$ cat src/rtl/dma_pkg.sv
// dma_pkg -- shared definitions for the line-fetch DMA read engine (dmac_rd).
//   dmac_state_e      : read FSM states (IDLE -> DESC -> DATA -> DONE)
//   DMA_DATA_W        : default line-buffer / stream word width in bits
//   BYTES_PER_WORD    : bytes carried by one default-width stream beat
//   words_from_width(): ceil(width / bytes_per_word), the beat count of a line
package dma_pkg;

  localparam int unsigned DMA_DATA_W     = 256;
  localparam int unsigned BYTES_PER_WORD = DMA_DATA_W / 8;

  typedef enum logic [1:0] {
    ST_IDLE = 2'd0,
    ST_DESC = 2'd1,
    ST_DATA = 2'd2,
    ST_DONE = 2'd3
  } dmac_state_e;

  // Number of stream beats needed to carry 'width' bytes. 12-bit widths need
  // at most 4095 beats (bpw = 1), so 13 bits are always enough.
  function automatic logic [12:0] words_from_width(input logic [11:0]  width,
                                                    input int unsigned bpw);
    logic [31:0] w;
    w = (32'(width) + bpw - 32'd1) / bpw;
    return w[12:0];
  endfunction

endpackage

$ cat src/rtl/dmac_rd_if.sv
// dmac_rd_if -- read-descriptor and AXI-stream read-data bundle of dmac_rd.
// Signal names are taken from the DMA engine's point of view.
//   desc_valid_o / desc_ready_i : descriptor handshake, desc_addr_o/desc_len_o payload
//   rd_valid_i   / rd_ready_o   : stream handshake, rd_data_i/rd_last_i payload
// Handshake rule for both channels: a transfer happens on a rising aclk edge
// where valid and ready are both 1; the source holds valid and its payload
// stable until that edge and never withdraws valid; ready may toggle freely.
// Modports: master = DMA engine, slave = descriptor/stream provider.
interface dmac_rd_if #(
  parameter int DATA_W = 256,
  parameter int ADDR_W = 32,
  parameter int LEN_W  = 20
);
  logic              desc_valid_o;
  logic              desc_ready_i;
  logic [ADDR_W-1:0] desc_addr_o;
  logic [LEN_W-1:0]  desc_len_o;
  logic [DATA_W-1:0] rd_data_i;
  logic              rd_valid_i;
  logic              rd_last_i;
  logic              rd_ready_o;

  modport master (
    output desc_valid_o, desc_addr_o, desc_len_o, rd_ready_o,
    input  desc_ready_i, rd_data_i, rd_valid_i, rd_last_i
  );

  modport slave (
    input  desc_valid_o, desc_addr_o, desc_len_o, rd_ready_o,
    output desc_ready_i, rd_data_i, rd_valid_i, rd_last_i
  );
endinterface

$ cat src/rtl/dmac_rd_addr_gen.sv
// dmac_rd_addr_gen -- current line address tracker for dmac_rd.
// Ports:
//   aclk, rst_n          : clock, asynchronous active-low reset
//   idle_i               : read FSM is in IDLE (address loads allowed)
//   advance_i            : end-of-line strobe, cur_addr += adv_bytes_i
//   adv_bytes_i          : line length rounded up to whole beats, in bytes
//   addr_update_i        : request to load line_addr_i
//   line_addr_i          : new base address
//   cur_addr_o           : address used for the next descriptor
//   addr_update_done_o   : one-cycle acknowledge, cycle after the load
// A request seen outside IDLE is parked (with its address) and applied on the
// first IDLE cycle; since advance only occurs in DONE, a parked load always
// lands after the advance and therefore wins over it.
module dmac_rd_addr_gen #(
  parameter int ADDR_W = 32
) (
  input  logic              aclk,
  input  logic              rst_n,
  input  logic              idle_i,
  input  logic              advance_i,
  input  logic [ADDR_W-1:0] adv_bytes_i,
  input  logic              addr_update_i,
  input  logic [ADDR_W-1:0] line_addr_i,
  output logic [ADDR_W-1:0] cur_addr_o,
  output logic              addr_update_done_o
);

  logic [ADDR_W-1:0] cur_addr_q, cur_addr_d;
  logic [ADDR_W-1:0] pend_addr_q, pend_addr_d;
  logic              pend_q, pend_d;
  logic              upd_done_q, upd_done_d;

  always_comb begin
    cur_addr_d  = cur_addr_q;
    pend_addr_d = pend_addr_q;
    pend_d      = pend_q;
    upd_done_d  = 1'b0;
    // Wrap-around add: the address space is circular by design.
    if (advance_i) begin
      cur_addr_d = cur_addr_q + adv_bytes_i;
    end
    if (idle_i) begin
      // A fresh request in IDLE supersedes an older parked one.
      if (addr_update_i) begin
        cur_addr_d = line_addr_i;
        pend_d     = 1'b0;
        upd_done_d = 1'b1;
      end else if (pend_q) begin
        cur_addr_d = pend_addr_q;
        pend_d     = 1'b0;
        upd_done_d = 1'b1;
      end
    end else if (addr_update_i) begin
      pend_d      = 1'b1;
      pend_addr_d = line_addr_i;
    end
  end

  always_ff @(posedge aclk or negedge rst_n) begin
    if (!rst_n) begin
      cur_addr_q  <= '0;
      pend_addr_q <= '0;
      pend_q      <= 1'b0;
      upd_done_q  <= 1'b0;
    end else begin
      cur_addr_q  <= cur_addr_d;
      pend_addr_q <= pend_addr_d;
      pend_q      <= pend_d;
      upd_done_q  <= upd_done_d;
    end
  end

  assign cur_addr_o         = cur_addr_q;
  assign addr_update_done_o = upd_done_q;

endmodule

$ cat src/rtl/dmac_rd.sv
// dmac_rd -- fetches one image line per trigger: issues a read descriptor for
// the current line address, writes the returned stream beats into a line
// buffer at word addresses 0..words-1, pulses done and advances the address.
// Ports:
//   aclk, rst_n                    : clock, asynchronous active-low reset
//   dma_trigger_i, image_width_i   : line request and its width in bytes
//   line_addr_i, addr_update_i     : base-address load request
//   addr_update_done_o             : base-address load acknowledge
//   bus (dmac_rd_if.master)        : descriptor channel + stream read channel
//   mem_wr_o/mem_addr_o/mem_data_o : line-buffer write port
//   dma_trigger_done_o             : one-cycle line-complete pulse
//   err_o                          : sticky error, cleared by an accepted trigger
// Build option DMAC_RD_TLAST_CHECK_EN: checks rd_last_i against the expected
// last beat; an early last ends the line, any disagreement sets err_o.
// Without it rd_last_i is ignored.
module dmac_rd
  import dma_pkg::*;
#(
  parameter int DATA_W = 256,
  parameter int ADDR_W = 32,
  parameter int MEM_AW = 9,
  parameter int LEN_W  = 20
) (
  input  logic              aclk,
  input  logic              rst_n,
  input  logic              dma_trigger_i,
  input  logic [11:0]       image_width_i,
  input  logic [ADDR_W-1:0] line_addr_i,
  input  logic              addr_update_i,
  output logic              addr_update_done_o,
  dmac_rd_if.master         bus,
  output logic              mem_wr_o,
  output logic [MEM_AW-1:0] mem_addr_o,
  output logic [DATA_W-1:0] mem_data_o,
  output logic              dma_trigger_done_o,
  output logic              err_o
);

  localparam int unsigned BPW = DATA_W / 8;

  dmac_state_e       state_q;
  logic [11:0]       width_q;
  logic [12:0]       words_q;
  logic [MEM_AW-1:0] cnt_q;
  logic              desc_valid_q;
  logic              rd_ready_q;
  logic              mem_wr_q;
  logic [MEM_AW-1:0] mem_addr_q;
  logic [DATA_W-1:0] mem_data_q;
  logic              done_q;
  logic              err_q;

  logic              last_beat;
  logic              beat;
  logic [ADDR_W-1:0] adv_bytes;
  logic [ADDR_W-1:0] cur_addr;

  assign beat      = bus.rd_valid_i && rd_ready_q;
  assign last_beat = (13'(cnt_q) == (words_q - 13'd1));
  // Line footprint rounded up to whole beats.
  assign adv_bytes = ADDR_W'(words_q) * ADDR_W'(BPW);

`ifndef DMAC_RD_TLAST_CHECK_EN
  logic unused_rd_last;
  assign unused_rd_last = bus.rd_last_i;
`endif

  always_ff @(posedge aclk or negedge rst_n) begin
    if (!rst_n) begin
      state_q      <= ST_IDLE;
      width_q      <= '0;
      words_q      <= '0;
      cnt_q        <= '0;
      desc_valid_q <= 1'b0;
      rd_ready_q   <= 1'b0;
      mem_wr_q     <= 1'b0;
      mem_addr_q   <= '0;
      mem_data_q   <= '0;
      done_q       <= 1'b0;
      err_q        <= 1'b0;
    end else begin
      mem_wr_q <= 1'b0;
      done_q   <= 1'b0;
      if (dma_trigger_i && (state_q != ST_IDLE)) begin
        err_q <= 1'b1;
      end
      case (state_q)
        ST_IDLE: begin
          if (dma_trigger_i) begin
            err_q <= 1'b0;
            if (image_width_i != 12'd0) begin
              width_q      <= image_width_i;
              words_q      <= words_from_width(image_width_i, BPW);
              desc_valid_q <= 1'b1;
              state_q      <= ST_DESC;
            end else begin
              // Empty line: nothing to fetch, just acknowledge.
              done_q <= 1'b1;
            end
          end
        end
        ST_DESC: begin
          if (bus.desc_ready_i) begin
            desc_valid_q <= 1'b0;
            rd_ready_q   <= 1'b1;
            cnt_q        <= '0;
            state_q      <= ST_DATA;
          end
        end
        ST_DATA: begin
          if (beat) begin
            mem_wr_q   <= 1'b1;
            mem_addr_q <= cnt_q;
            mem_data_q <= bus.rd_data_i;
            cnt_q      <= cnt_q + 1'b1;
`ifdef DMAC_RD_TLAST_CHECK_EN
            if (last_beat != bus.rd_last_i) begin
              err_q <= 1'b1;
            end
            if (last_beat || bus.rd_last_i) begin
              rd_ready_q <= 1'b0;
              done_q     <= 1'b1;
              state_q    <= ST_DONE;
            end
`else
            if (last_beat) begin
              rd_ready_q <= 1'b0;
              done_q     <= 1'b1;
              state_q    <= ST_DONE;
            end
`endif
          end
        end
        ST_DONE: begin
          state_q <= ST_IDLE;
        end
        default: state_q <= ST_IDLE;
      endcase
    end
  end

  dmac_rd_addr_gen #(
    .ADDR_W (ADDR_W)
  ) u_addr_gen (
    .aclk               (aclk),
    .rst_n              (rst_n),
    .idle_i             (state_q == ST_IDLE),
    .advance_i          (state_q == ST_DONE),
    .adv_bytes_i        (adv_bytes),
    .addr_update_i      (addr_update_i),
    .line_addr_i        (line_addr_i),
    .cur_addr_o         (cur_addr),
    .addr_update_done_o (addr_update_done_o)
  );

  assign bus.desc_valid_o   = desc_valid_q;
  assign bus.desc_addr_o    = cur_addr;
  assign bus.desc_len_o     = LEN_W'(width_q);
  assign bus.rd_ready_o     = rd_ready_q;
  assign mem_wr_o           = mem_wr_q;
  assign mem_addr_o         = mem_addr_q;
  assign mem_data_o         = mem_data_q;
  assign dma_trigger_done_o = done_q;
  assign err_o              = err_q;

endmodule
$ cat src/flat_wrapper.sv
// flat-port wrapper written by rule: the top's interface ports become plain ports
module dmac_rd_flat import dma_pkg::*;
#(
  parameter int DATA_W = 256,
  parameter int ADDR_W = 32,
  parameter int MEM_AW = 9,
  parameter int LEN_W  = 20
)
  (aclk, rst_n, dma_trigger_i, image_width_i, line_addr_i, addr_update_i, addr_update_done_o, mem_wr_o, mem_addr_o, mem_data_o, dma_trigger_done_o, err_o, bus_desc_valid_o, bus_desc_addr_o, bus_desc_len_o, bus_rd_ready_o, bus_desc_ready_i, bus_rd_data_i, bus_rd_valid_i, bus_rd_last_i);
  dmac_rd_if #(.DATA_W(DATA_W), .ADDR_W(ADDR_W), .LEN_W(LEN_W)) bus_i ();
  input  logic aclk;
  input  logic rst_n;
  input  logic dma_trigger_i;
  input  logic [11:0] image_width_i;
  input  logic [ADDR_W-1:0] line_addr_i;
  input  logic addr_update_i;
  output logic addr_update_done_o;
  output logic mem_wr_o;
  output logic [MEM_AW-1:0] mem_addr_o;
  output logic [DATA_W-1:0] mem_data_o;
  output logic dma_trigger_done_o;
  output logic err_o;
  output wire logic [$bits(bus_i.desc_valid_o)-1:0] bus_desc_valid_o;
  output wire logic [$bits(bus_i.desc_addr_o)-1:0] bus_desc_addr_o;
  output wire logic [$bits(bus_i.desc_len_o)-1:0] bus_desc_len_o;
  output wire logic [$bits(bus_i.rd_ready_o)-1:0] bus_rd_ready_o;
  input wire logic [$bits(bus_i.desc_ready_i)-1:0] bus_desc_ready_i;
  input wire logic [$bits(bus_i.rd_data_i)-1:0] bus_rd_data_i;
  input wire logic [$bits(bus_i.rd_valid_i)-1:0] bus_rd_valid_i;
  input wire logic [$bits(bus_i.rd_last_i)-1:0] bus_rd_last_i;
  assign bus_desc_valid_o = bus_i.desc_valid_o;
  assign bus_desc_addr_o = bus_i.desc_addr_o;
  assign bus_desc_len_o = bus_i.desc_len_o;
  assign bus_rd_ready_o = bus_i.rd_ready_o;
  assign bus_i.desc_ready_i = bus_desc_ready_i;
  assign bus_i.rd_data_i = bus_rd_data_i;
  assign bus_i.rd_valid_i = bus_rd_valid_i;
  assign bus_i.rd_last_i = bus_rd_last_i;
  dmac_rd #(.DATA_W(DATA_W), .ADDR_W(ADDR_W), .MEM_AW(MEM_AW), .LEN_W(LEN_W)) u_core (.aclk(aclk), .rst_n(rst_n), .dma_trigger_i(dma_trigger_i), .image_width_i(image_width_i), .line_addr_i(line_addr_i), .addr_update_i(addr_update_i), .addr_update_done_o(addr_update_done_o), .bus(bus_i), .mem_wr_o(mem_wr_o), .mem_addr_o(mem_addr_o), .mem_data_o(mem_data_o), .dma_trigger_done_o(dma_trigger_done_o), .err_o(err_o));
endmodule
$ cat config.mk
export PLATFORM = sky130hd
export DESIGN_NAME = dmac_rd_flat
export DESIGN_NICKNAME = d
export VERILOG_FILES = /design/src/rtl/dma_pkg.sv /design/src/rtl/dmac_rd_if.sv /design/src/rtl/dmac_rd_addr_gen.sv /design/src/rtl/dmac_rd.sv /design/src/flat_wrapper.sv
export SDC_FILE = /design/constraint.sdc
export NUM_CORES = 1
export LEC_CHECK = 0
export CAP_MARGIN = 20
export CORE_AREA = 8 8 238 240
export CTS_CLUSTER_SIZE = 30
export DETAILED_ROUTE_END_ITERATION = 8
export DIE_AREA = 0 0 246 248
export PLACE_DENSITY = 0.65
export RECOVER_POWER = 100
export SLEW_MARGIN = 30
export SYNTH_ARGS = -nofsm -noshare
export SYNTH_HDL_FRONTEND = slang
export SYNTH_HIERARCHICAL = 1
export SYNTH_SLANG_ARGS = --single-unit
$ cat constraint.sdc
create_clock -name aclk -period 2.3 [get_ports aclk]
set_clock_uncertainty 0.05 [all_clocks]
set_input_delay 0.23 -clock aclk [delete_from_list [all_inputs] [get_ports aclk]]
set_output_delay 0.23 -clock aclk [all_outputs]
set_load 0.005 [all_outputs]
==> summary.txt, run 1 <==
Critical path
  • Reg2reg setup slack: -0.14 ns
  • Worst Reg2Reg Path Length in Cells: 7
  • RR Startpoint: u_core/words_q[3]
  • Worst path arrival time: 2.83 ns
  • Required @ worst endpoint: 2.69 ns
  • Crit path max fanout: 2
  • CP endpoint kind: flop
  • Capture point of the worst reg-to-reg path: u_core/state_q[1]
  • Setup CP Type: flop to flop
  • Startpoint Class: flop

Worst hold path
  • Min-Delay Path Class: primary input to flop
  • Worst hold path depth: 3
  • Hold Crit Start: bus_rd_data_i[3]
  • Worst Hold End: u_core/mem_data_o[3]

GRT
  • Antenna violations before repair: 16
  • GR Util All Layers: 21.0%
  • Largest net degree at the start of global routing: 93
  • Vias in the first global route: 16200
  • First-pass GRT wire length: 99200 um
  • Global route overflow: 0

Clock network
  • Clock transition at path regs: 0.06 ns
  • CTS Buf Count: 44
  • Clock Sinks: 367
  • Max clock buf depth: 3
  • Htree depth: 2
  • Root Driver: clkbuf_16
  • Skew-Pair Late Insertion Delay: 0.56 ns
  • TritonCTS clock tree: built

Timing
  • Unrepaired setup endpoints after global routing: yes
  • Final setup fails: 7
  • Final period util: 106%
  • Minimum clock period: 2.44 ns
  • Slew Viols, Final: 51
  • Final hold viol count: 0
  • Worst setup margin: -0.139 ns
  • Slew margin rel.: -2.22%
  • Highest Clock Rate: 0.410 GHz
  • Worst Tran Pin Value: 1.53 ns

Pwr
  • Net Sw Power: 13.5 mW
  • Share of total power in combinational logic: 48.3%
  • Max IR drop VDD: 0.734 mV
  • Power Dens Cells: 1380 nW/um^2
  • Switching part of the total power: 37.7%
  • Total Power: 35.9 mW
  • Leak Pwr: 12.7 nW
  • Clock Power Share: 20.3%
  • Seq pwr share: 31.4%
  • Internal cell power: 22.3 mW

Synth
  • Syn Area/Cell: 9.03 um^2
  • Cell taking the most area after synthesis: dfrtp_1
  • Syn Std Cell Area: 16500 um^2
  • Mapped Cells: 1824
  • Register area share after synthesis: 55.8%
  • Synth Flop Type: dfrtp_1
  • Synth warn: 6
  • Top cells by area, synth: dfrtp_1 (56%), nand2_1 (20%), ha_1 (2.8%), mux2_2 (2.3%), clkbuf_1 (2.0%)
  • Post-synth EDFFs: 0
  • Synth cell types: 72
  • Top-area cell type share of the netlist area: 55.8%
  • Yosys reg bits: 367
  • Ys async rst share: 100%
  • Top-count cell post-synth: nand2_1
  • Most frequent cells after synthesis: nand2_1 (881), dfrtp_1 (367), clkbuf_1 (87)

Route
  • Antenna Nets Post-Route: 0
  • Vias: 15600
  • Initial detailed-routing violation count: 1058
  • Wirelength, routed: 66700 um
  • DR WL met2: 33700 um
  • WL met3: 6180 um
  • Wl on met1: 25000 um
  • DR DRC count: 0
  • WL/cell: 20.3 um
  • DR top layer: met5
  • DR vias/cell: 4.76
  • Router iterations before antenna repair: 7

Layout
  • Share of cells above drive strength 1: 11.0%
  • Fillers: 4848
  • Final Core Density: 49.0%
  • Area Overhead vs Synth: 58.1%
  • Layout Nets: 2894

Placed design
  • Number of port buffers: 620
  • Dpl hpwl: 51600 um
  • Placer Congestion: 0.904

Floorplan
  • # IOs: 630
  • Full die area: 61000 um^2
  • Chip height: 248 um
  • Std cell rows: 85
  • Initial Utilization: 31.0%
  • Die Wd: 246 um
  • Core area: 53100 um^2

Job
  • Max Cap Viol: 1

Outcome
  • Status: finished, violations left
  • Failing checks: capacitance limit, slew limit, setup timing
## timing repair
action | in CTS | in global routing
endpoints found under the hold margin | 88 | 0
hold buffers | 1 | 0
pin swaps | 13 | 14
gates resized for setup | 31 | 28
buffers inserted | 6 | 6
gates cloned | 0 | 0
setup endpoints to repair | 16 | 22
## power by group through the flow
stage	combinational [mW]	sequential, mW	clock [mW]
floorplan	7.49	11.3	0
detailed placement	17.6	11.4	0
CTS	18.0	11.4	7.50
global route	18.9	11.6	7.75
finish	17.3	11.3	7.26
global placement	17.4	11.3	0
## critical path: stages, from the launching register on
cell      delay, ns
dfrtp_1        0.39
buf_6          0.12
or4_4          0.52
or4_4          0.42
o311ai_2       0.10
nand4_1        0.19
a21oi_2        0.21
mux2_4         0.32
## layer usage
layer	vias to the layer above	GRT usage (%)
li1	7381	-
met1	7579	24.2
met2	564	36.4
met3	105	7.56
met4	20	5.99
met5	-	0
## logic make-up (layout without fill, tap and decap cells)
| logic type | count (synthesis) | after routing | share of synthesized area (%) |
|---|---|---|---|
| flip-flops | 367 | 367 | 55.8 |
| AO/OA/AOI/OAI | 217 | 217 | 9.05 |
| buffers and inverters | 124 | 848 | 3.02 |
| AND/OR/NAND/NOR | 985 | 985 | 23.6 |
| adder cells (fa/ha/maj) | 38 | 38 | 2.93 |
| XOR/XNOR | 40 | 40 | 2.13 |
| other | 1 | 44 | 0.0228 |
| multiplexers | 52 | 52 | 3.42 |
## cells in the final DEF (no fill, tap or decap), types with 10 or more instances in the layout
cell type and n:
nand3_1 10, dlygate4sd3_1 315, clkdlybuf4s50_1 305, o21ai_0 45, clkbuf_16 45, nand2_1 881, nor2_1 23, mux2i_1 18
a22o_1 24, conb_1 36, clkbuf_1 10, mux2_2 33, xor2_1 18, a21oi_1 36, ha_1 32, o22ai_1 10
buf_4 100, o21ai_1 11, a21o_1 13, nand4_1 14, inv_1 17, xnor2_1 22, dfrtp_1 367
## how the worst max path moves through the flow
stage                                 start                          endpoint  slack (ns)  cells past startpoint
after global placement    u_core/words_q[3]  u_core/u_addr_gen/cur_addr_o[28]       -0.32                     10
after CTS                 u_core/words_q[3]                 u_core/state_q[1]       -0.15                      7
after global routing      u_core/words_q[3]                 u_core/state_q[1]       -0.17                      7
after floorplan           u_core/words_q[1]                 u_core/state_q[1]       -0.05                      7
final                     u_core/words_q[3]                 u_core/state_q[1]       -0.14                      7
after detailed placement  u_core/words_q[3]  u_core/u_addr_gen/cur_addr_o[28]       -0.29                     10
## state kept, by name (all words and copies together) (netlist names), 2 cells and up, named ones only
signal and count:
u_core/words_q 8, u_core/cnt_q 9, u_core/width_q 12, u_core/u_addr_gen/pend_addr_q 32, u_core/state_q 2, u_core/mem_addr_o 9
u_core/mem_data_o 256, u_core/u_addr_gen/cur_addr_o 32
## stage by stage
| step | cells | setup TNS (ns) | hold slack, ns | cell area (um^2) | setup WS [ns] |
|---|---|---|---|---|---|
| after floorplan | 1859 | -0.0479 | -0.116 | 16600 | -0.0479 |
| after global placement | 3187 | -1.59 | 0.155 | 24300 | -0.324 |
| after detailed placement | 3187 | -1.77 | 0.165 | 24300 | -0.285 |
| after CTS | 3273 | -0.484 | 0.0930 | 25900 | -0.151 |
| after global routing | 3283 | -22.10 | 0.118 | 26000 | -0.167 |
| final | 3287 | -0.456 | 0.139 | 26000 | -0.139 |
## area by class of cell
| type | instances | area (um^2) | area share [%] |
|---|---|---|---|
| flip-flops and latches | 367 | 9180 | 35.3 |
| repair buffers | 747 | 7210 | 27.7 |
| multi-input cells | 1368 | 7160 | 27.5 |
| clock buffers | 60 | 1260 | 4.85 |
| well taps | 696 | 871 | 3.35 |
| clock inverters | 20 | 245 | 0.942 |
| inverters | 21 | 81.3 | 0.312 |
| diodes | 8 | 20.0 | 0.0769 |
No activity file was read; power rests on OpenSTA's default activity.
==> run 2, diff against run 1 <==
- CELL_PAD_IN_SITES_DETAIL_PLACEMENT: default -> 0
- CELL_PAD_IN_SITES_GLOBAL_PLACEMENT: default -> 2
- CORE_AREA: 8 8 238 240 -> default
- CORE_ASPECT_RATIO: default -> 0.7
- CORE_MARGIN: default -> 8
- CORE_UTILIZATION: default -> 23
- DIE_AREA: 0 0 246 248 -> default
- PLACE_DENSITY: 0.65 -> 0.79
- TNS_END_PERCENT: default -> 20
==> summary.txt, run 2 (synthesis results as in run 1) <==
Worst hold path
  • Worst hold path depth: 3 (unchanged)
  • Hold Crit Start: bus_rd_data_i[236]
  • Min-Delay Path Class: primary input to flop
  • Worst Hold End: u_core/mem_data_o[236]

Layout
  • Area Overhead vs Synth: 60.3%
  • Share of cells above drive strength 1: 10.7% (-0.31 points)
  • Cell area after layout: 26400 um^2 (+1.4%)
  • Layout Nets: 2897 (+0.10%)
  • Commonest non-fill, non-tap cell in the layout: nand2_1
  • Fillers: 7220 (+49%)
  • Most frequent cells in the layout: nand2_1 (881), dfrtp_1 (366), dlygate4sd3_1 (311), clkdlybuf4s50_1 (309), buf_4 (93)
  • Max FFs per register: 256 (unchanged)

Critical path
  • Reg2reg setup slack: -0.15 ns (about the same)
  • Capture point of the worst reg-to-reg path: u_core/u_addr_gen/cur_addr_o[29]
  • Worst path arrival time: 2.85 ns (+0.02 ns)
  • RR Startpoint: u_core/words_q[0]
  • Startpoint Class: flop
  • CP endpoint kind: flop
  • Setup CP Type: flop to flop
  • Crit path max fanout: 3 (+1)
  • Worst Reg2Reg Path Length in Cells: 10 (+3)
  • Required @ worst endpoint: 2.70 ns (about the same)

Route
  • DR DRC count: 0 (unchanged)
  • Vias: 15400 (-1.6%)
  • WL/cell: 19.7 um (-2.8%)
  • Initial detailed-routing violation count: 827 (-22%)
  • Antenna Nets Post-Route: 0 (unchanged)
  • Wirelength, routed: 70100 um (+5.2%)
  • Router iterations before antenna repair: 5 (-2)
  • DR vias/cell: 4.33 (-9.1%)

Pwr
  • Leak Pwr: 12.7 nW (-0.20%)
  • Share of total power in combinational logic: 49.1% (+0.8 points)
  • Internal cell power: 22.3 mW (-0.38%)
  • Seq pwr share: 31.2% (-0.2 points)
  • Power Dens Cells: 1360 nW/um^2 (-1.3%)
  • Max IR drop VDD: 0.590 mV (-20%)
  • Switching part of the total power: 38.0% (+0.28 points)
  • Net Sw Power: 13.6 mW (+0.82%)
  • Clock Power Share: 19.7% (-0.6 points)

Timing
  • Final hold viol count: 0 (unchanged)
  • Worst setup margin: -0.150 ns (-0.0116 ns)
  • Minimum clock period: 2.45 ns (+0.0116 ns)
  • Highest Clock Rate: 0.408 GHz (-0.47%)
  • Unrepaired setup endpoints after global routing: yes
  • Slew margin rel.: 7.11% (+9.3 points)
  • Final period util: 107% (+0.50 points)
  • Final setup fails: 5 (-2)
  • Slew Viols, Final: 0 (-100%)
  • Worst Tran Pin Value: 1.39 ns (-0.140 ns)
  • Setup TNS: -0.445 ns (+0.0110 ns)
  • Hold Slack: 0.118 ns (-0.0213 ns)

GRT
  • Global route overflow: 0 (unchanged)
  • Antenna violations before repair: 18 (+2)
  • GR Util All Layers: 16.9% (-4.1 points)
  • Largest net degree at the start of global routing: 108 (+16%)
  • Vias in the first global route: 16500 (+1.8%)
  • First-pass GRT wire length: 105000 um (+5.4%)

Clock network
  • Root Driver: clkbuf_16
  • Htree depth: 2 (unchanged)
  • TritonCTS clock tree: built
  • Clock Sinks: 367 (unchanged)
  • Skew-Pair Late Insertion Delay: 0.57 ns (about the same)
  • CTS Buf Count: 43 (-2.3%)
  • Clock transition at path regs: 0.06 ns (about the same)
  • Max clock buf depth: 3 (unchanged)

Placed design
  • Placed cell area: 24700 um^2 (+1.8%)
  • Worst slack, placed: -0.184 ns (+0.101 ns)
  • Dpl hpwl: 54000 um (+4.7%)
  • Placer Congestion: 0.868 (-4.0%)
  • Number of port buffers: 620 (unchanged)

Outcome
  • Status: finished, violations left
  • Failing checks: setup timing

Floorplan
  • Initial Utilization: 23.1% (-7.9 points)
  • # IOs: 630 (unchanged)
  • Core area: 71200 um^2 (+34%)
  • Std cell rows: 82 (-3.5%)
  • Full die area: 80500 um^2 (+32%)
  • Chip height: 240 um (-3.3%)
  • Die Wd: 336 um (+36%)

Job
  • Max Cap Viol: 0 (-1)
==> run 2: cell count changes in the layout (fill, tap and decap cells not counted), moves of 3 or more <==
cell	delta
clkbuf_1	+8
dlygate4sd3_1	-4
clkdlybuf4s50_1	+4
ha_1	-4
o21ai_0	+5
buf_12	+8
a21oi_4	-3
buf_4	-7
inv_6	-3
o21ai_1	-6
buf_6	-3
ha_4	+5
==> run 2: routing by layer <==
| layer | GRT usage (%) | part of all wire, % |
|---|---|---|
| met1 | 19.9 | 39 |
| met2 | 28.2 | 49 |
| met3 | 6.34 | 8.5 |
| met4 | 5.61 | 2.8 |
| met5 | 0 | 0.15 |
==> run 2: metrics by stage <==
stage / power (mW) / util [%] / instances
2_1_floorplan: 18.8 / - / 1859
3_3_place_gp: 29.1 / 34.7 / 3460
3_5_place_dp: 29.4 / 34.7 / 3460
4_1_cts: 36.9 / 36.9 / 3540
5_1_grt: 38.6 / 37.1 / 3556
6_report: 35.9 / 37.1 / 3557
==> run 2: cell type report <==
type                            instances  area, um^2  area share, %
Tap cell                              966        1210           4.58
Antenna cell                            8        20.0         0.0759
Clock buffer                           61        1240           4.71
Inverter                               21        81.3          0.308
Clock inverter                         15         193          0.730
Timing Repair Buffer                  751        7280           27.6
Sequential cell                       367        9190           34.8
Multi-Input combinational cell       1368        7170           27.2
==> run 2: what timing repair did <==
action                                 4_1_cts  5_1_grt
gates cloned                                 0        0
endpoints found under the hold margin      252        0
pin swaps                                    5       20
buffers inserted                             3        9
setup endpoints to repair                   17       24
gates resized for setup                     12       37
hold buffers                                 1        0
==> run 2: power groups by stage <==
stage	Clock [mW]	Sequential, mW	Combinational [mW]
global route	7.59	11.6	19.4
global placement	0	11.2	17.9
finish	7.06	11.2	17.6
CTS	7.34	11.3	18.2
detailed placement	0	11.3	18.0
floorplan	0	11.3	7.49
==> run 2: how the worst max path moves through the flow <==
stage	cells past startpoint	slack (ns)	to	start
after floorplan	7	-0.05	u_core/state_q[1]	u_core/words_q[1]
after global placement	9	-0.18	u_core/u_addr_gen/cur_addr_o[25]	u_core/words_q[1]
after detailed placement	9	-0.18	u_core/u_addr_gen/cur_addr_o[25]	u_core/words_q[1]
after CTS	10	-0.13	u_core/u_addr_gen/cur_addr_o[28]	u_core/words_q[0]
after global routing	10	-0.22	u_core/u_addr_gen/cur_addr_o[29]	u_core/words_q[0]
final	10	-0.15	u_core/u_addr_gen/cur_addr_o[29]	u_core/words_q[0]
==> run 2: critical path, stage by stage (launching register included) <==
cell and delay [ns]:
dfrtp_2 0.45, ha_4 0.29, o21ai_2 0.04, nand2b_1 0.13
a41oi_2 0.19, o311ai_4 0.36, a211oi_2 0.14, buf_4 0.16
o41ai_4 0.29, xnor2_1 0.15, o21ai_1 0.07
